File: src/rtl/sa2_launcher_pkg.sv
// Shared types and sizes for the 2x2 systolic-array launcher.
package sa2_pkg;

  localparam int DATA_W = 8;
  localparam int NUM_A  = 16;
  localparam int NUM_B  = 9;
  localparam int NUM_C  = 4;
  localparam int NUM_IN = NUM_A + NUM_B;

  typedef enum logic [1:0] {
    LOAD  = 2'd0,
    RUN   = 2'd1,
    DRAIN = 2'd2,
    FAULT = 2'd3
  } state_t;

endpackage

File: src/rtl/sa2_launcher_if.sv
// Connection between the launcher and the systolic_array_2_by_2.
// The launcher is the master: it drives the operands and the run request.
interface sa2_launcher_if;
  import sa2_pkg::*;

  logic                      active_sa2;
  logic [NUM_A*DATA_W-1:0]   a_bus;
  logic [NUM_B*DATA_W-1:0]   b_bus;
  logic                      done_sa2;
  logic [NUM_C*DATA_W-1:0]   c_bus;

  modport master (
    output active_sa2, a_bus, b_bus,
    input  done_sa2, c_bus
  );

  modport slave (
    input  active_sa2, a_bus, b_bus,
    output done_sa2, c_bus
  );

endinterface

File: src/rtl/sa2_launcher.sv
// Loads a 4x4 tile and 3x3 filter from a byte stream, runs one array job
// under a watchdog, then streams the four result bytes out.
module sa2_launcher
  import sa2_pkg::*;
#(
  parameter int TIMEOUT_CYCLES = 64
) (
  input  logic                clk,
  input  logic                rst,
  input  logic                in_valid,
  input  logic [DATA_W-1:0]   in_data,
  output logic                in_ready,
  sa2_launcher_if.master      arr,
  output logic                out_valid,
  output logic [DATA_W-1:0]   out_data,
  input  logic                out_ready,
  output logic                err
);

  localparam logic [4:0] LAST_IN   = 5'(NUM_IN - 1);
  localparam logic [4:0] LAST_OUT  = 5'(NUM_C - 1);
  localparam logic [7:0] WDOG_LAST = 8'(TIMEOUT_CYCLES - 1);

  state_t            state;
  logic [4:0]        idx;
  logic [7:0]        wdog;
  logic [DATA_W-1:0] opnd [NUM_IN];
  logic [DATA_W-1:0] res  [NUM_C];

  // Job sequencer: operand load, watchdog-guarded run, result drain.
  // NOTE: non-blocking assignments so every register here sees pre-edge values.
  always_ff @(posedge clk or negedge rst) begin
    if (!rst) begin
      state <= LOAD;
      idx   <= '0;
      wdog  <= '0;
      // NOTE: operand/result files are reset because they drive the array
      // and the output port directly and must read zero after reset.
      for (int i = 0; i < NUM_IN; i++) opnd[i] <= '0;
      for (int c = 0; c < NUM_C; c++)  res[c]  <= '0;
    end else begin
      case (state)
        LOAD: begin
          if (in_valid) begin
            opnd[idx] <= in_data;
            if (idx == LAST_IN) begin
              idx   <= '0;
              wdog  <= '0;
              state <= RUN;
            end else begin
              idx <= idx + 5'd1;
            end
          end
        end
        RUN: begin
          wdog <= wdog + 8'd1;
          // Completion takes priority over a coincident timeout.
          if (arr.done_sa2) begin
            for (int c = 0; c < NUM_C; c++) res[c] <= arr.c_bus[c*DATA_W +: DATA_W];
            idx   <= '0;
            state <= DRAIN;
          end else if (wdog == WDOG_LAST) begin
            state <= FAULT;
          end
        end
        DRAIN: begin
          if (out_ready) begin
            if (idx == LAST_OUT) begin
              idx   <= '0;
              state <= LOAD;
            end else begin
              idx <= idx + 5'd1;
            end
          end
        end
        FAULT: begin
          state <= FAULT;
        end
        default: begin
          state <= LOAD;
        end
      endcase
    end
  end

  // Handshake outputs are pure decodes of the registered state.
  assign in_ready       = (state == LOAD);
  assign arr.active_sa2 = (state == RUN);
  assign out_valid      = (state == DRAIN);
  assign err            = (state == FAULT);
  assign out_data       = (state == DRAIN) ? res[idx[1:0]] : '0;

  // Flatten the operand file onto the array buses, a-tile first.
  for (genvar i = 0; i < NUM_A; i++) begin : g_a_bus
    assign arr.a_bus[i*DATA_W +: DATA_W] = opnd[i];
  end
  for (genvar j = 0; j < NUM_B; j++) begin : g_b_bus
    assign arr.b_bus[j*DATA_W +: DATA_W] = opnd[NUM_A + j];
  end

endmodule

File: src/flat_wrapper.sv
// flat-port wrapper written by rule: the top's interface ports become plain ports
module sa2_launcher_flat import sa2_pkg::*;
#(
  parameter int TIMEOUT_CYCLES = 64
)
  (clk, rst, in_valid, in_data, in_ready, out_valid, out_data, out_ready, err, arr_active_sa2, arr_a_bus, arr_b_bus, arr_done_sa2, arr_c_bus);
  sa2_launcher_if arr_i ();
  input  logic clk;
  input  logic rst;
  input  logic in_valid;
  input  logic [DATA_W-1:0] in_data;
  output logic in_ready;
  output logic out_valid;
  output logic [DATA_W-1:0] out_data;
  input  logic out_ready;
  output logic err;
  output wire logic [$bits(arr_i.active_sa2)-1:0] arr_active_sa2;
  output wire logic [$bits(arr_i.a_bus)-1:0] arr_a_bus;
  output wire logic [$bits(arr_i.b_bus)-1:0] arr_b_bus;
  input wire logic [$bits(arr_i.done_sa2)-1:0] arr_done_sa2;
  input wire logic [$bits(arr_i.c_bus)-1:0] arr_c_bus;
  assign arr_active_sa2 = arr_i.active_sa2;
  assign arr_a_bus = arr_i.a_bus;
  assign arr_b_bus = arr_i.b_bus;
  assign arr_i.done_sa2 = arr_done_sa2;
  assign arr_i.c_bus = arr_c_bus;
  sa2_launcher #(.TIMEOUT_CYCLES(TIMEOUT_CYCLES)) u_core (.clk(clk), .rst(rst), .in_valid(in_valid), .in_data(in_data), .in_ready(in_ready), .arr(arr_i), .out_valid(out_valid), .out_data(out_data), .out_ready(out_ready), .err(err));
endmodule
File: config.mk
export PLATFORM = sky130hd
export DESIGN_NAME = sa2_launcher_flat
export DESIGN_NICKNAME = d
export VERILOG_FILES = /design/src/rtl/sa2_launcher_pkg.sv /design/src/rtl/sa2_launcher_if.sv /design/src/rtl/sa2_launcher.sv /design/src/flat_wrapper.sv
export SDC_FILE = /design/constraint.sdc
export NUM_CORES = 1
export LEC_CHECK = 0
export ABC_AREA = 1
export ABC_CLOCK_PERIOD_IN_PS = 3120
export CAP_MARGIN = 20
export CORE_UTILIZATION = 49
export DETAILED_ROUTE_END_ITERATION = 8
export PLACE_DENSITY = 0.87
export SETUP_SLACK_MARGIN = 0.5
export SLEW_MARGIN = 40
export SYNTH_ARGS = -nofsm -noshare
export SYNTH_HDL_FRONTEND = slang
export SYNTH_SLANG_ARGS = --single-unit
File: constraint.sdc
create_clock -name clk -period 3.12 [get_ports clk]
set_clock_uncertainty 0.15 [all_clocks]
set_input_delay 0.78 -clock clk [delete_from_list [all_inputs] [get_ports clk]]
set_output_delay 0.78 -clock clk [all_outputs]
set_load 0.005 [all_outputs]
==> results.cfg, run 1 <==
[sta]
setup_viol = 0
finalHoldViolations = 0
worst_slew_pin_slew_ns = 0.682
fin_tns_setup_ns = 0
slew_viol_final = 0
rsz0062_at_grt = true
slew-limit-headroom = 0.545
holdWs_ns = 0.0326
fmax_ghz = 0.377
post-route-period-util = 0.851
finalCriticalPeriod_ns = 2.66

[synthesis]
syn_avg_cell_area_um2 = 10.1
syn_nets = 1023
synthAdderAreaFrac = 0.0127
yosys_warnings = 0
synth_top_family_by_area = simple AND/OR/NAND/NOR gates
netlist_instances = 968
synth-compound-area-share = 0.120
yosysSeqAreaShare = 0.629
synthSimpleGateAreaFrac = 0.162
synthMuxAreaShare = 0.0367
yosys_register_bits = 247
synthXorXnorAreaFrac = 0.000891
synthDistinctLibCells = 24
syn-cell-area_um2 = 9820

[power_and_ir_drop]
p_comb_frac = 0.385
power_density_nw_per_um2 = 979
leakage_nw = 6.12
power_switching_mw = 4.21
ir_drop_uv = 596
power.share.switching = 0.316
p_seq_frac = 0.397
clkPwrFrac = 0.219
cell_internal_pwr_mw = 9.14

[floorplan]
die_w_um = 144
initial_utilization = 0.503
rows = 51
die_area_um2 = 20600
die_y_um = 144
io_pins = 257
core_area_um2 = 19500

[drt]
ant_nets = 0
first_pass_iters = 5
viasPerCell = 5.31
wl_per_cell_um = 18.3
drc = 0
drt_wl_total_mm = 27.7
vias = 8061
drtIter0Drc = 389

[global_routing]
grt_max_degree = 70
grtUsageTotal = 0.270
grt_antenna_before_repair = 0
grt_pass1_vias = 7842
grt_pass1_wl_mm = 42.6
overflow = 0

[clocking]
cts_sinks = 247
clock-root-buffer = clkbuf_16
numCtsBuffers = 25
cts_hold_buffers = 0
insertion_delay_ns = 0.52
clkTransAtPathRegs_ns = 0.06
clk_path_buf_depth = 3
h-tree-depth = 1
cts_tree = built

[place]
dp_hpwl_mm = 18.4
gp_congestion = 0.820
io_buffers = 256

[setup_path]
critPathArrivalTime_ns = 1.73
required_ns = 2.19
end_kind = output pin
start_kind = register
path_class = reg2out
rr_worst_depth = 12
critPathMaxFanout = 5

[outcome]
outcome = complete, no violations

[final_layout]
diodes = 0
layout_common_cells = dfrtp_1 (244), clkdlybuf4s50_1 (243), nor2_1 (198)
area_growth_pct = 38.9
final_common_cell = dfrtp_1
fin_nets = 1291
drive_gt1_frac = 0.132

[worst_hold_path]
worstHoldPathType = in2async

[job]
maxCapViolCount = 0
-- per-layer routing --
layer / track usage / part of all wire / vias to the layer above
met4: 0.0873 / 0.027 / 0
met5: 0 / 0 / -
li1: - / - / 3726
met1: 0.347 / 0.40 / 3951
met3: 0.0613 / 0.082 / 56
met2: 0.455 / 0.49 / 328
-- power groups by stage --
stage / Combinational [mW] / Sequential (mW) / Clock, mW
detailed placement: 4.88 / 5.30 / 0
global route: 5.60 / 5.44 / 3.09
CTS: 5.08 / 5.28 / 2.96
floorplan: 1.93 / 5.25 / 0
global placement: 4.71 / 5.24 / 0
finish: 5.14 / 5.30 / 2.92
-- critical path, stage by stage (launching register included) --
cell and delay (ns):
dfrtp_2 0.41, buf_6 0.14, buf_4 0.10, nor2_1 0.04, nor2_1 0.16, o21ai_1 0.09
a21oi_1 0.15, buf_2 0.13
-- cells by family after synthesis --
kind of cell	after synthesis
simple gates	354
flops	247
compound gates	235
buf+inv	89
mux	32
fa+ha+maj	10
xor+xnor	1
-- stage by stage --
stage | setup WS, ns | power [mW] | std cells | util | area, um2
detailed placement | 0.465 | 10.2 | 1458 | 0.649 | 12700
finish | 0.464 | 13.4 | 1517 | 0.699 | 13600
global route | 0.407 | 14.1 | 1517 | 0.699 | 13600
floorplan | 0.879 | 7.18 | 968 | - | 9820
CTS | 0.435 | 13.3 | 1514 | 0.696 | 13600
global placement | 0.473 | 9.95 | 1458 | 0.649 | 12700
-- Yosys cell counts --
library cell  number  area share
buf_2             22       0.011
nor2_1           204       0.078
clkbuf_1          26      0.0099
a22oi_1            1     0.00076
inv_2              2     0.00076
a21oi_1          175       0.089
clkinv_1           1     0.00038
nand3_2            3      0.0031
mux2_2            32       0.037
nor2_4            21       0.024
ha_1              10       0.013
o21ai_0           58       0.030
nand2_2            1     0.00064
nand3_1           17      0.0087
nand2_1           92       0.035
dfrtp_1          247        0.63
buf_4              4      0.0031
nand2_4            4      0.0046
inv_1             34       0.013
nor3_1             1     0.00051
nor3_2             1      0.0010
nand4_1           10      0.0064
o211ai_1           1     0.00076
xor2_1             1     0.00089
-- state kept, by name, summed over array words and instances, names as in the netlist --
name / cells
u_core.arr.b_bus: 72
u_core.wdog: 8
u_core.state: 2
u_core.res: 32
u_core.idx: 5
u_core.arr.a_bus: 128
-- path summary, 6_finish.rpt --
path / start / to / slack, ns
worst min register to register: u_core.arr.b_bus[70]$_DFFE_PN0P_ / u_core.arr.b_bus[70]$_DFFE_PN0P_ / 0.33
worst min-delay path: rst / u_core.arr.a_bus[117]$_DFFE_PN0P_ / 0.03
worst max-delay path: u_core.idx[0]$_DFFE_PN0P_ / out_data[0] / 0.46
max in group asynchronous: rst / u_core.res[7]$_DFFE_PN0P_ / 1.96
worst max register to register: u_core.idx[1]$_DFFE_PN0P_ / u_core.wdog[4]$_DFFE_PN0P_ / 0.67
min in group clk: u_core.arr.b_bus[70]$_DFFE_PN0P_ / u_core.arr.b_bus[70]$_DFFE_PN0P_ / 0.33
-- final cells by class --
type | count | area, um2
Multi-Input combinational cell | 632 | 3330
Clock inverter | 9 | 98.8
Tap cell | 265 | 332
Fill cell | 1422 | 5880
Clock buffer | 34 | 699
Sequential cell | 247 | 6180
Timing Repair Buffer | 293 | 2850
Inverter | 37 | 150
-- repair_timing --
item,CTS,global route
setup endpoints to repair,11,10
gates resized for setup,60,12
hold endpoints to repair,0,0
gates cloned,1,0
setup buffers,12,3
pin swaps,11,12
Note: power is estimated with default switching activity, not from simulation.
==> run 2: changes to the inputs <==
- CAP_MARGIN: 20 -> default
==> results of run 2 <==
No change in the layout: final DEF, timing and power equal those of run 1.
==> run 3: changes to the inputs <==
- CORE_MARGIN: default -> 10
- SLEW_MARGIN: 40 -> default
==> run 3 against run 2 <==
Effect of this change: critical path depth fell by 1; die area rose by 27%; utilization rose by 0.87 points; register-to-register slack improved by 0.02 ns; power rose by 4.8%; cell count rose by 0.13%; hold slack improved by 0.017 ns; critical path type unchanged.
==> results.cfg, run 3 (synthesized netlist as in run 1, its figures left out) <==
[outcome]
outcome = complete, no violations

[clocking]
insertion_delay_ns = 0.53
numCtsBuffers = 26
cts_sinks = 247
clk_path_buf_depth = 3
cts_hold_buffers = 0
cts_tree = built
h-tree-depth = 1
clock-root-buffer = clkbuf_16
clkTransAtPathRegs_ns = 0.06

[floorplan]
initial_utilization = 0.502
rows = 51
die_w_um = 162
io_pins = 257
core_area_um2 = 19600
die_y_um = 162
die_area_um2 = 26100

[final_layout]
fill_cells = 1382
diodes = 0
final_common_cell = dfrtp_1
layout_common_cells = dfrtp_1 (245), clkdlybuf4s50_1 (243), nor2_1 (191)
largest_register_ffs = 128
fin_cells = 1519
area_growth_pct = 41.1
multi_input_area_um2 = 3400
regArea_um2 = 6180
drive_gt1_frac = 0.144
fin_nets = 1290

[setup_path]
rr_worst_depth = 12
end_kind = output pin
path_cells = clkinvlp_4 > buf_6 > nor2_2 > o21ai_2 > a21oi_2 > buf_2
start_kind = register
critPathArrivalTime_ns = 1.75
required_ns = 2.19
critPathMaxFanout = 5
path_class = reg2out
slowest_delay_ns = 0.39
slowest_stage = dfrtp_1

[drt]
vias = 8138
drt_wl_total_mm = 30.8
ant_nets = 0
drc = 0
viasPerCell = 5.36
wl_per_cell_um = 20.3
drtIter0Drc = 496
first_pass_iters = 5

[place]
io_buffers = 256
place_inst = 1456
dp_hpwl_mm = 20.5
gp_congestion = 0.830

[sta]
post-route-period-util = 0.858
slew-limit-headroom = 0.600
slew_viol_final = 0
fin_tns_setup_ns = 0
finalHoldViolations = 0
finalCriticalPeriod_ns = 2.68
fmax_ghz = 0.373
setup_viol = 0
worst_slew_pin_slew_ns = 0.599
rsz0062_at_grt = true

[global_routing]
grt_max_degree = 72
grt_pass1_wl_mm = 47.2
grtUsageTotal = 0.225
grt_antenna_before_repair = 0
grt_pass1_vias = 8283
overflow = 0

[power_and_ir_drop]
ir_drop_uv = 642
leakage_nw = 6.18
power_density_nw_per_um2 = 1010

[worst_hold_path]
worstHoldPathType = in2async

[job]
maxCapViolCount = 0
## run 3: layout make-up
class / instances / share of cell area
Multi-Input combinational cell: 632 / 0.245
Inverter: 37 / 0.0108
Timing Repair Buffer: 291 / 0.206
Clock inverter: 8 / 0.0104
Clock buffer: 39 / 0.0571
Sequential cell: 247 / 0.446
Tap cell: 265 / 0.0239
## run 3: timing repair
item	in CTS	in global routing
gates resized for setup	69	34
setup buffers	13	2
endpoints found under the setup margin	12	8
pin swaps	9	13
cloned	1	0
## run 3: worst paths after layout
path / slack (ns) / to / from
max: 0.44 / out_data[4] / u_core.idx[1]$_DFFE_PN0P_
min: 0.05 / u_core.arr.a_bus[117]$_DFFE_PN0P_ / rst
max reg2reg: 0.69 / u_core.wdog[4]$_DFFE_PN0P_ / u_core.idx[1]$_DFFE_PN0P_
min reg2reg: 0.34 / u_core.arr.b_bus[17]$_DFFE_PN0P_ / u_core.arr.b_bus[17]$_DFFE_PN0P_
max in group asynchronous: 2.03 / u_core.res[12]$_DFFE_PN0P_ / rst
min in group clk: 0.34 / u_core.arr.b_bus[17]$_DFFE_PN0P_ / u_core.arr.b_bus[17]$_DFFE_PN0P_
## run 3: critical path, delay by kind of cell (launching register included)
family / cells / cell delay [ns]
and+or+nand+nor: 1 / 0.12
AOI/OAI and AO/OA: 2 / 0.21
DFF: 1 / 0.39
buffers and inverters: 3 / 0.49
## run 3: where the power goes
| part | total, mW | switching (mW) | internal, mW |
|---|---|---|---|
| registers | 5.30 | 0.800 | 4.50 |
| clock network | 3.34 | 1.26 | 2.08 |
| logic | 5.36 | 2.41 | 2.96 |
| total | 14.0 | 4.47 | 9.53 |
## run 3: layer usage
metal,GRT usage,part of all wire,vias to the layer above,routed length [um]
li1,-,-,3742,-
met1,0.277,0.40,4026,12300
met2,0.379,0.49,327,15200
met4,0.0533,0.021,0,634
met5,0,0,-,0
met3,0.0689,0.090,43,2790
## run 3: stage by stage
step | cell area (um2) | power (mW) | util | hold slack [ns] | worst slack [ns]
CTS | 13700 | 13.9 | 0.702 | 0.0739 | 0.417
global placement | 12700 | 10.0 | 0.647 | 0.315 | 0.478
global route | 13900 | 14.8 | 0.707 | 0.102 | 0.356
floorplan | 9820 | 7.18 | - | 0.321 | 0.879
finish | 13900 | 14.0 | 0.707 | 0.0498 | 0.442
detailed placement | 12700 | 10.3 | 0.647 | 0.322 | 0.416
